## src/rtl/noc_intr_arbiter_pkg.sv

```systemverilog
// -----------------------------------------------------------------------------
// noc_intr_arbiter_pkg
// Shared constants for the interrupt arbiter: NoC flit geometry, header-flit
// field positions/values (MSG_* / NOC_*), and the arbiter FSM state type.
// Header flit layout (64 bits):
//   [49:42] MSG_DST_X  [41:34] MSG_DST_Y  [33:30] MSG_DST_FBITS
//   [29:22] MSG_LENGTH [21:14] MSG_TYPE   all other bits zero
// -----------------------------------------------------------------------------
package noc_intr_arbiter_pkg;

  localparam int NOC_DATA_WIDTH   = 64;
  localparam int NOC_X_WIDTH      = 8;
  localparam int NOC_Y_WIDTH      = 8;
  localparam int NOC_FBITS_WIDTH  = 4;
  localparam int MSG_LENGTH_WIDTH = 8;
  localparam int MSG_TYPE_WIDTH   = 8;

  localparam int MSG_DST_X_LO     = 42;
  localparam int MSG_DST_Y_LO     = 34;
  localparam int MSG_DST_FBITS_LO = 30;
  localparam int MSG_LENGTH_LO    = 22;
  localparam int MSG_TYPE_LO      = 14;

  localparam logic [NOC_FBITS_WIDTH-1:0]  NOC_FBITS_L1       = 4'b0000;
  localparam logic [MSG_TYPE_WIDTH-1:0]   MSG_TYPE_INTERRUPT = 8'd33;
  localparam logic [MSG_LENGTH_WIDTH-1:0] MSG_LENGTH_ONE     = 8'd1;

  typedef enum logic [1:0] {
    ST_IDLE = 2'd0,
    ST_HDR  = 2'd1,
    ST_BODY = 2'd2
  } arb_state_e;

  // Build a single-body-flit interrupt header for the given destination.
  function automatic logic [NOC_DATA_WIDTH-1:0] make_intr_hdr(
    input logic [NOC_X_WIDTH-1:0] dst_x,
    input logic [NOC_Y_WIDTH-1:0] dst_y
  );
    logic [NOC_DATA_WIDTH-1:0] hdr;
    hdr = '0;
    hdr[MSG_DST_X_LO     +: NOC_X_WIDTH]      = dst_x;
    hdr[MSG_DST_Y_LO     +: NOC_Y_WIDTH]      = dst_y;
    hdr[MSG_DST_FBITS_LO +: NOC_FBITS_WIDTH]  = NOC_FBITS_L1;
    hdr[MSG_LENGTH_LO    +: MSG_LENGTH_WIDTH] = MSG_LENGTH_ONE;
    hdr[MSG_TYPE_LO      +: MSG_TYPE_WIDTH]   = MSG_TYPE_INTERRUPT;
    return hdr;
  endfunction

endpackage

```

## src/rtl/noc_intr_rr_pick.sv

```systemverilog
// -----------------------------------------------------------------------------
// noc_intr_rr_pick
// Combinational round-robin picker: selects the first set bit of req at or
// after ptr, wrapping past NUM_REQ-1 back to 0.
// Ports:
//   req        in  NUM_REQ  request vector
//   ptr        in  IDX_W    search start position (must be < NUM_REQ)
//   grant      out NUM_REQ  one-hot grant (all zero when req is zero)
//   grant_idx  out IDX_W    binary index of the granted bit
// -----------------------------------------------------------------------------
module noc_intr_rr_pick #(
  parameter int NUM_REQ = 4,
  parameter int IDX_W   = $clog2(NUM_REQ)
) (
  input  logic [NUM_REQ-1:0] req,
  input  logic [IDX_W-1:0]   ptr,
  output logic [NUM_REQ-1:0] grant,
  output logic [IDX_W-1:0]   grant_idx
);

  localparam int SW = IDX_W + 1;

  logic          found;
  logic [SW-1:0] pos;

  // NOTE: every variable assigned in a combinational block gets a default
  // first, so no path leaves it holding a value and a latch is never inferred.
  always_comb begin
    grant     = '0;
    grant_idx = '0;
    found     = 1'b0;
    pos       = '0;
    for (int off = 0; off < NUM_REQ; off++) begin
      // One extra bit absorbs ptr+off; one subtraction wraps since both < NUM_REQ.
      pos = {1'b0, ptr} + SW'(off);
      if (pos >= SW'(NUM_REQ)) pos = pos - SW'(NUM_REQ);
      if (!found && req[pos[IDX_W-1:0]]) begin
        found                   = 1'b1;
        grant[pos[IDX_W-1:0]]   = 1'b1;
        grant_idx               = pos[IDX_W-1:0];
      end
    end
  end

endmodule

```

## src/rtl/noc_intr_arbiter.sv

```systemverilog
// -----------------------------------------------------------------------------
// noc_intr_arbiter
// Round-robin arbiter that turns per-requester interrupt requests into
// two-flit NoC packets (header + one body flit). A packet, once granted,
// is sent atomically; the next search starts one past the last grant.
// Optional feature: define NOC_INTR_ARB_DROP_INVALID_EN to drop requests
// whose tile id is >= NUM_TILES (accepted, no flits, err_drop pulses).
// Ports:
//   clk, rst       clock, synchronous active-high reset
//   req_val        in  NUM_REQ     per-requester pending
//   req_rdy        out NUM_REQ     one-hot acceptance pulse
//   req_tileid     in  NUM_REQ*32  destination tile id per requester
//   req_payload    in  NUM_REQ*64  body flit per requester
//   noc_out_val    out 1           flit valid
//   noc_out_rdy    in  1           downstream ready
//   noc_out_data   out 64          flit
//   err_drop       out 1           invalid-tile drop pulse (feature only)
// -----------------------------------------------------------------------------
module noc_intr_arbiter
  import noc_intr_arbiter_pkg::*;
#(
  parameter int NUM_REQ   = 4,
  parameter int X_TILES   = 3,
  parameter int NUM_TILES = 9
) (
  input  logic                      clk,
  input  logic                      rst,
  input  logic [NUM_REQ-1:0]        req_val,
  output logic [NUM_REQ-1:0]        req_rdy,
  input  logic [NUM_REQ*32-1:0]     req_tileid,
  input  logic [NUM_REQ*64-1:0]     req_payload,
  output logic                      noc_out_val,
  input  logic                      noc_out_rdy,
`ifdef NOC_INTR_ARB_DROP_INVALID_EN
  output logic                      err_drop,
`endif
  output logic [NOC_DATA_WIDTH-1:0] noc_out_data
);

  localparam int IDX_W = $clog2(NUM_REQ);

  arb_state_e                state_q, state_d;
  logic [IDX_W-1:0]          rr_ptr_q, rr_ptr_d;
  logic [IDX_W-1:0]          grant_idx_q, grant_idx_d;
  logic [31:0]               tileid_q, tileid_d;
  logic [NOC_DATA_WIDTH-1:0] payload_q, payload_d;

  logic [NUM_REQ-1:0]        pick_grant;
  logic [IDX_W-1:0]          pick_idx;
  logic [31:0]               sel_tileid;
  logic [NOC_DATA_WIDTH-1:0] sel_payload;
  logic [NOC_DATA_WIDTH-1:0] hdr_flit;

`ifdef NOC_INTR_ARB_DROP_INVALID_EN
  logic err_drop_q, err_drop_d;
  assign err_drop = err_drop_q;
`endif

  noc_intr_rr_pick #(
    .NUM_REQ (NUM_REQ),
    .IDX_W   (IDX_W)
  ) u_pick (
    .req       (req_val),
    .ptr       (rr_ptr_q),
    .grant     (pick_grant),
    .grant_idx (pick_idx)
  );

  assign sel_tileid  = req_tileid[pick_idx*32 +: 32];
  assign sel_payload = req_payload[pick_idx*64 +: 64];

  // Destination coordinates derived from the latched id, truncated to field width.
  assign hdr_flit = make_intr_hdr(NOC_X_WIDTH'(tileid_q % 32'(X_TILES)),
                                  NOC_Y_WIDTH'(tileid_q / 32'(X_TILES)));

  function automatic logic [IDX_W-1:0] next_ptr(input logic [IDX_W-1:0] p);
    return (p == IDX_W'(NUM_REQ - 1)) ? '0 : p + IDX_W'(1);
  endfunction

  always_comb begin
    state_d      = state_q;
    rr_ptr_d     = rr_ptr_q;
    grant_idx_d  = grant_idx_q;
    tileid_d     = tileid_q;
    payload_d    = payload_q;
    req_rdy      = '0;
    noc_out_val  = 1'b0;
    noc_out_data = '0;
`ifdef NOC_INTR_ARB_DROP_INVALID_EN
    err_drop_d   = 1'b0;
`endif
    unique case (state_q)
      ST_IDLE: begin
        if (|req_val) begin
          req_rdy     = pick_grant;
          grant_idx_d = pick_idx;
          tileid_d    = sel_tileid;
          payload_d   = sel_payload;
`ifdef NOC_INTR_ARB_DROP_INVALID_EN
          if (sel_tileid >= 32'(NUM_TILES)) begin
            err_drop_d = 1'b1;
            rr_ptr_d   = next_ptr(pick_idx);
          end else begin
            state_d = ST_HDR;
          end
`else
          state_d = ST_HDR;
`endif
        end
      end
      ST_HDR: begin
        noc_out_val  = 1'b1;
        noc_out_data = hdr_flit;
        if (noc_out_rdy) state_d = ST_BODY;
      end
      ST_BODY: begin
        noc_out_val  = 1'b1;
        noc_out_data = payload_q;
        if (noc_out_rdy) begin
          rr_ptr_d = next_ptr(grant_idx_q);
          state_d  = ST_IDLE;
        end
      end
      default: state_d = ST_IDLE;
    endcase
    // No acceptance while reset is held, even though the state already reads IDLE.
    if (rst) req_rdy = '0;
  end

  // NOTE: state registers use non-blocking assignments so every flop samples
  // the pre-edge values regardless of statement order.
  always_ff @(posedge clk) begin
    if (rst) begin
      state_q     <= ST_IDLE;
      rr_ptr_q    <= '0;
      grant_idx_q <= '0;
      tileid_q    <= '0;
      payload_q   <= '0;
`ifdef NOC_INTR_ARB_DROP_INVALID_EN
      err_drop_q  <= 1'b0;
`endif
    end else begin
      state_q     <= state_d;
      rr_ptr_q    <= rr_ptr_d;
      grant_idx_q <= grant_idx_d;
      tileid_q    <= tileid_d;
      payload_q   <= payload_d;
`ifdef NOC_INTR_ARB_DROP_INVALID_EN
      err_drop_q  <= err_drop_d;
`endif
    end
  end

endmodule
```

## config.mk

```make
export PLATFORM = sky130hd
export DESIGN_NAME = noc_intr_arbiter
export DESIGN_NICKNAME = d
export VERILOG_FILES = /design/src/rtl/noc_intr_arbiter_pkg.sv /design/src/rtl/noc_intr_rr_pick.sv /design/src/rtl/noc_intr_arbiter.sv
export SDC_FILE = /design/constraint.sdc
export NUM_CORES = 1
export LEC_CHECK = 0
export BUFFER_PORTS_ARGS = -buffer_cell sky130_fd_sc_hd__buf_2
export CAP_MARGIN = 20
export CORE_AREA = 2 2 181 183
export DETAILED_ROUTE_END_ITERATION = 16
export DIE_AREA = 0 0 183 185
export GPL_ROUTABILITY_DRIVEN = 0
export GPL_TIMING_DRIVEN = 0
export REMOVE_ABC_BUFFERS = 1
export SYNTH_ARGS = -nofsm -noshare
export SYNTH_HDL_FRONTEND = slang
export SYNTH_SLANG_ARGS = --single-unit
export TNS_END_PERCENT = 5
```

## constraint.sdc

```tcl
create_clock -name clk -period 7.8 [get_ports clk]
set_clock_uncertainty 0.2 [all_clocks]
set_input_delay 0.78 -clock clk [delete_from_list [all_inputs] [get_ports clk]]
set_output_delay 0.78 -clock clk [all_outputs]
set_load 0.01 [all_outputs]
```

### After elaboration in Yosys (flattened, before gate mapping)

Index checks and enable logic that the tools add are counted.

* flip-flop bits (word level): 102
* input port bits: 391
* output and inout bits: 69
* logic and storage cells: 95

* add/sub/neg operators: 8
* divide/modulo/power cells: 2
* $lt $le $gt $ge: 12
* equal/unequal tests: 6
* shifts and indexed selects: 2
* mux-type cells: 41
* bitwise gates (word level): 3
* reductions and logical operators: 16

Operator list (count)
* variable part select 256 x 9 -> 64 bit: 1
* case mux 64 bit (2 select lines): 1
* variable part select 128 x 8 -> 32 bit: 1
* divider 32 x 2 -> 32 bit (second input constant): 1
* remainder unit 32 x 2 -> 32 bit (second input constant): 1
* 2-to-1 mux 4 bit: 7
* 2-to-1 mux 2 bit: 12
* < comparator 2 x 3 -> 1 bit (second input constant): 4
* 2-to-1 mux 1 bit: 12
* OR 4 bit: 3
* greater-or-equal comparator 3 bit (second input constant): 3
* binary-select mux 1 bit (select 2 bit): 4
* demux 1 bit (select 2 bit): 4
* greater-or-equal comparator 2 x 1 -> 1 bit (second input constant): 4
* subtractor 2 x 1 -> 2 bit (second input constant): 4
* logical AND 1 bit: 7
* adder 2 x 2 -> 3 bit (second input constant): 2
* != test 2 bit (second input constant): 3
* case mux 2 bit (3 select lines): 1
* equality test 2 bit (second input constant): 2
* AND reduction 2 bit: 2
* OR reduction 4 bit: 1
* adder 2 x 1 -> 3 bit (second input constant): 1
* greater-or-equal comparator 2 x 3 -> 1 bit (second input constant): 1
* other kinds (6): 8

### Logic depth before layout (Yosys ltp)

* depth in word-level cells: 17
* gate-level depth with buffers: 38
* gate-level depth less buffers: 34

### Modules after synthesis

Synthesis repeated with hierarchy kept, for this count alone.

* cell total of the unflattened synthesis: 1213
* area total of the unflattened synthesis: 9935.8 µm²

Modules (own cells, without submodules)
* noc_intr_arbiter: instances 1, cells each 1148, area each 9446.6 µm², sequential area each 2042.0 µm²
* noc_intr_rr_pick: instances 1, cells each 65, area each 489.2 µm², sequential area each 0.0 µm²

### Worst setup path after synthesis

Ideal clock, no wire load.

* path type: flip-flop to output port
* from: reg tileid_q[29]
* to: out noc_out_data[49]
* arrival time: 7526 ps
* required time: 6820 ps
* slack: -706 ps
* cell stages (with the launch flop): 37
* buffers on the path: 2
* cells stage by stage: dfxtp_1 -> or4bb_1 -> a21oi_1 -> o22a_2 -> or2_1 -> buf_4 -> o31ai_1 -> or4_4 -> nand3_2 -> o21ai_2 -> o31ai_1 -> and3_1 -> buf_4 -> nor4_1 -> a211o_1 -> o22ai_4 -> o311ai_1 -> a221o_1 -> or2_0 -> a32o_1 -> a211o_1 -> mux2_2 -> a211oi_2 -> o21ai_4 -> ha_1 -> inv_1 -> nand4_1 -> a21oi_1 -> mux2_2 -> ha_1 -> inv_1 -> o21ai_0 -> nand2_1 -> mux2_2 -> o21ai_1 -> nand2_1 -> a311oi_1

* word-level cells in the longest chain between the ends: 2

Ends and longest elaborated chain
* start, declared: line noc_intr_arbiter.sv:45 `logic [31:0] tileid_q, tileid_d;`
* start signal, assigned: line noc_intr_arbiter.sv:146 `tileid_q <= tileid_d;`
* remainder unit 32 x 2 -> 32 bit: line noc_intr_arbiter.sv:73 `assign hdr_flit = make_intr_hdr(NOC_X_WIDTH'(tileid_q % 32'(X_TILES)),`
* case mux 64 bit (2 select lines): line noc_intr_arbiter.sv:92 `unique case (state_q)`
* end, declared: line noc_intr_arbiter.sv:37 `output logic [NOC_DATA_WIDTH-1:0] noc_out_data`

Every way passes these cells.

### Final worst setup path

* from: reg tileid_q[27]
* to: out noc_out_data[49]

Same word-level chain as after synthesis.

==> results.md <==
- Clk_lat worst skew: 0.35 ns
- Antenna viol nets, final: 0
- # hold bufs at CTS: 0
- M2 GR Usage: 38.5%
- Flops & latches, synth: 102
- Adder-Cell Fraction of Synth Area: 1.80%
- Initial core utilization: 30.5%
- R2r endpoint: payload_q[31]
- Worst Hold End: payload_q[26]
- Failing checks: negative setup slack
- GR Overflow Total: 0
- Routed WL per cell: 15.3 µm
- Mapped Avg Cell Area: 5.97 µm²
- Die Y: 185 µm
- TritonCTS clock tree: done
- Sw power: 1.97 mW
- Maxcap violations: 0
- Cells after DPL: 2,387
- Slew margin rel.: 24.4%
- Slew Viols, Final: 0
- Post-Place Cell Area: 0.0125 mm²
- Vias/cell: 5.25
- Min setup slack post-route: -1.28 ns
- Power Dens Cells: 304 mW/mm²
- Largest family of logic cells by synthesized area: simple AND/OR/NAND/NOR gates
- RSZ-0062 raised after global routing: true
- Worst path max stage delay: 0.56 ns
- Setup-failing EPs final: 10
- Compound-Gate Fraction of Synth Area: 19.3%
- Core region area: 0.0320 mm²
- Sw frac: 48.8%
- CTS clk-pin slew, worst paths: 0.08 ns
- DRC: 0
- Fin area: 0.0132 mm²
- Post-synthesis mux area share: 1.54%
- Router iterations before antenna repair: 5
- Fmax: 0.110 GHz
- Final WL: 37.2 mm
- Number of I/O pins: 460
- Root Buffer: clkbuf_16
- Final hold violations: 0
- Number of fill cells: 3,425
- Worst Max-Slew Pin Slew: 1.13 ns
- Hold depth: 2
- Peak VDD IR: 188 µV
- CTS max path bufs: 2
- Asr flop ratio synth: 0%
- Most frequent cells in the layout: nand2_1 (538), buf_2 (458), nand3_1 (309)
- Share of layout cells above drive strength 1: 30.2%
- # rows: 66
- Total GRT Usage: 21.1%
- CTS buffer count: 9
- Nets: 2,420
- Fin crit share: 116%
- Port Buf Inserts: 459
- Flop pwr share: 19.2%
- Mapped cell area: 0.00976 mm²
- Hold slack: 0.250 ns
- Top FF cell, synth: dfxtp_1
- Vias: 12,800
- Logic pwr share: 69.7%
- Leak: 6.16 nW
- Synth warn: 0
- Most Crowded Layer GR: met2
- Post-synth EDFFs: 0
- Crit-path most repeated cell: mux2_4
- Storage element area: 0.00205 mm²
- Worst Setup Start Kind: register
- Hold path startpoint: payload_q[26]
- RR Startpoint: rr_ptr_q[0]
- Reg2Reg Depth: 12
- Global routing usage on met3: 3.68%
- Layout area overhead: 35.7%
- Clk pwr share: 11.1%
- Worst-path fanout max: 7
- Fin crit period: 9.08 ns
- Post-synthesis sequential area ratio: 20.9%
- H-tree levels: 3
- First-pass GRT wire length: 59.0 mm
- Vias in the first global route: 12,000
- Synth unique cells: 90
- XOR/XNOR share of the synthesized area: 1.26%
- WP data required: 6.82 ns
- Detailed placement HPWL: 27.5 mm
- Crit end category: output pin
- Post-synthesis instance total: 1,635
- Worst path slowest cell: or4_4
- CTS sink count: 102
- Commonest non-fill, non-tap cell in the layout: nand2_1
- Worst hold-check path type: reg -> reg
- Outcome: finished, violations left
- Die W: 183 µm
- GR Util met1: 25.0%
- CP Class: reg -> out
- Die area: 0.0339 mm²
- Reg2Reg Setup Slack: 3.49 ns
- Int Power: 2.06 mW
- Final non-filler cell total: 2,432
- Initial DRC Count: 821
- Initial antenna violation count: 3
- Largest net degree at the start of global routing: 93
- Simple-gate area share of the yosys netlist: 48.6%
- Area taken by multi-input logic gates: 0.00742 mm²
- Arrival time worst endpoint: 8.10 ns
## metal layers
layer | up-vias | part of all wire [%]
li1 | 6384 | -
met1 | 5910 | 42
met2 | 414 | 50
met4 | 0 | 2.3
met5 | - | 0
met3 | 55 | 5.8
## power groups by stage
stage,Clock (mW),Combinational (mW),Sequential (mW)
floorplan,0,1.76,0.740
global placement,0,2.39,0.772
detailed placement,0,2.32,0.777
CTS,0.466,2.71,0.769
global route,0.482,3.09,0.796
finish,0.446,2.80,0.774
## worst max-delay path: cells and delay by family (launching register included)
| family | cells | cell delay (ns) |
|---|---|---|
| buffers and inverters | 4 | 0.42 |
| adder cells (fa/ha/maj) | 2 | 0.32 |
| AND/OR/NAND/NOR | 10 | 2.14 |
| multiplexers | 3 | 0.78 |
| flip-flops | 1 | 0.40 |
| AO/OA/AOI/OAI | 17 | 3.68 |
## synthesized netlist by cell type (all sizes together), types with 3 or more instances
library cell  number  area (µm²)
o21ai             32         175
nor3b              8        60.1
nor2              61         229
o221ai             9         104
and2              52         325
xor2               7        61.3
a22oi             12        90.1
or3                4        25.0
a221oi             6        52.6
a211o              5        43.8
nand3            310        1560
o21a               4        30.0
o2111ai            3        26.3
dfxtp            102        2040
mux2i              6        60.1
nand3b             5        37.5
o32ai              4        57.6
a311oi             3        32.5
o311ai             4        42.6
a21oi            126         631
a211oi             7        67.6
o22ai              7        57.6
nor4               3        18.8
o31ai              4        30.0
mux2               6        67.6
xnor2              7        61.3
inv               22        82.6
nor3              18        90.1
ha                14         175
or2               10        65.1
and3               8        50.1
nand4              3        18.8
a31oi             10        68.8
nand2b             9        56.3
o211ai             7        62.6
clkbuf           121         454
buf               20        98.9
nand2            539        2020
a21boi             3        26.3
nor2b             14        87.6
## area by class of cell
| class | count | share of cell area (%) |
|---|---|---|
| Multi-Input combinational cell | 1372 | 56.1 |
| Timing Repair Buffer | 508 | 21.8 |
| Sequential cell | 102 | 15.5 |
| Tap cell | 408 | 3.86 |
| Clock buffer | 10 | 1.73 |
| Inverter | 22 | 0.643 |
| Clock inverter | 6 | 0.340 |
| Antenna cell | 4 | 0.0756 |
## cell families after synthesis
| group | Yosys count |
|---|---|
| flip-flops | 102 |
| XOR/XNOR | 14 |
| adder cells (fa/ha/maj) | 14 |
| AO/OA/AOI/OAI | 276 |
| buffers and inverters | 163 |
| multiplexers | 13 |
| AND/OR/NAND/NOR | 1053 |
## flip-flops by register name, summed over array words and instances (netlist names)
| name | count |
|---|---|
| grant_idx_q | 2 |
| payload_q | 64 |
| rr_ptr_q | 2 |
| state_q | 2 |
| tileid_q | 32 |
## worst max-delay path by stage
stage	cells after the start	slack, ns	to	from
after floorplan	7	-10.24	payload_q[0]	rr_ptr_q[0]
after global placement	7	-20.16	tileid_q[24]	rr_ptr_q[0]
after detailed placement	35	-2.17	noc_out_data[49]	tileid_q[27]
after CTS	37	-1.17	noc_out_data[49]	tileid_q[27]
after global routing	37	-1.76	noc_out_data[49]	tileid_q[27]
final	36	-1.28	noc_out_data[49]	tileid_q[27]
## repair_timing
item | CTS | global route
gates cloned | 2 | 0
resized for setup | 56 | 15
endpoints found under the setup margin | 13 | 13
pin swaps | 34 | 10
setup buffers | 20 | 3
## through the flow
stage | power (mW) | setup TNS (ns) | setup WS, ns | util [%]
CTS | 3.94 | -9.06 | -1.17 | 41.0
global placement | 3.16 | -1808.55 | -20.16 | 37.5
detailed placement | 3.09 | -18.11 | -2.17 | 38.9
floorplan | 2.50 | -988.98 | -10.24 | -
global route | 4.37 | -15.01 | -1.76 | 41.3
finish | 4.02 | -10.24 | -1.28 | 41.3
Power figures use the tool's default switching activity.
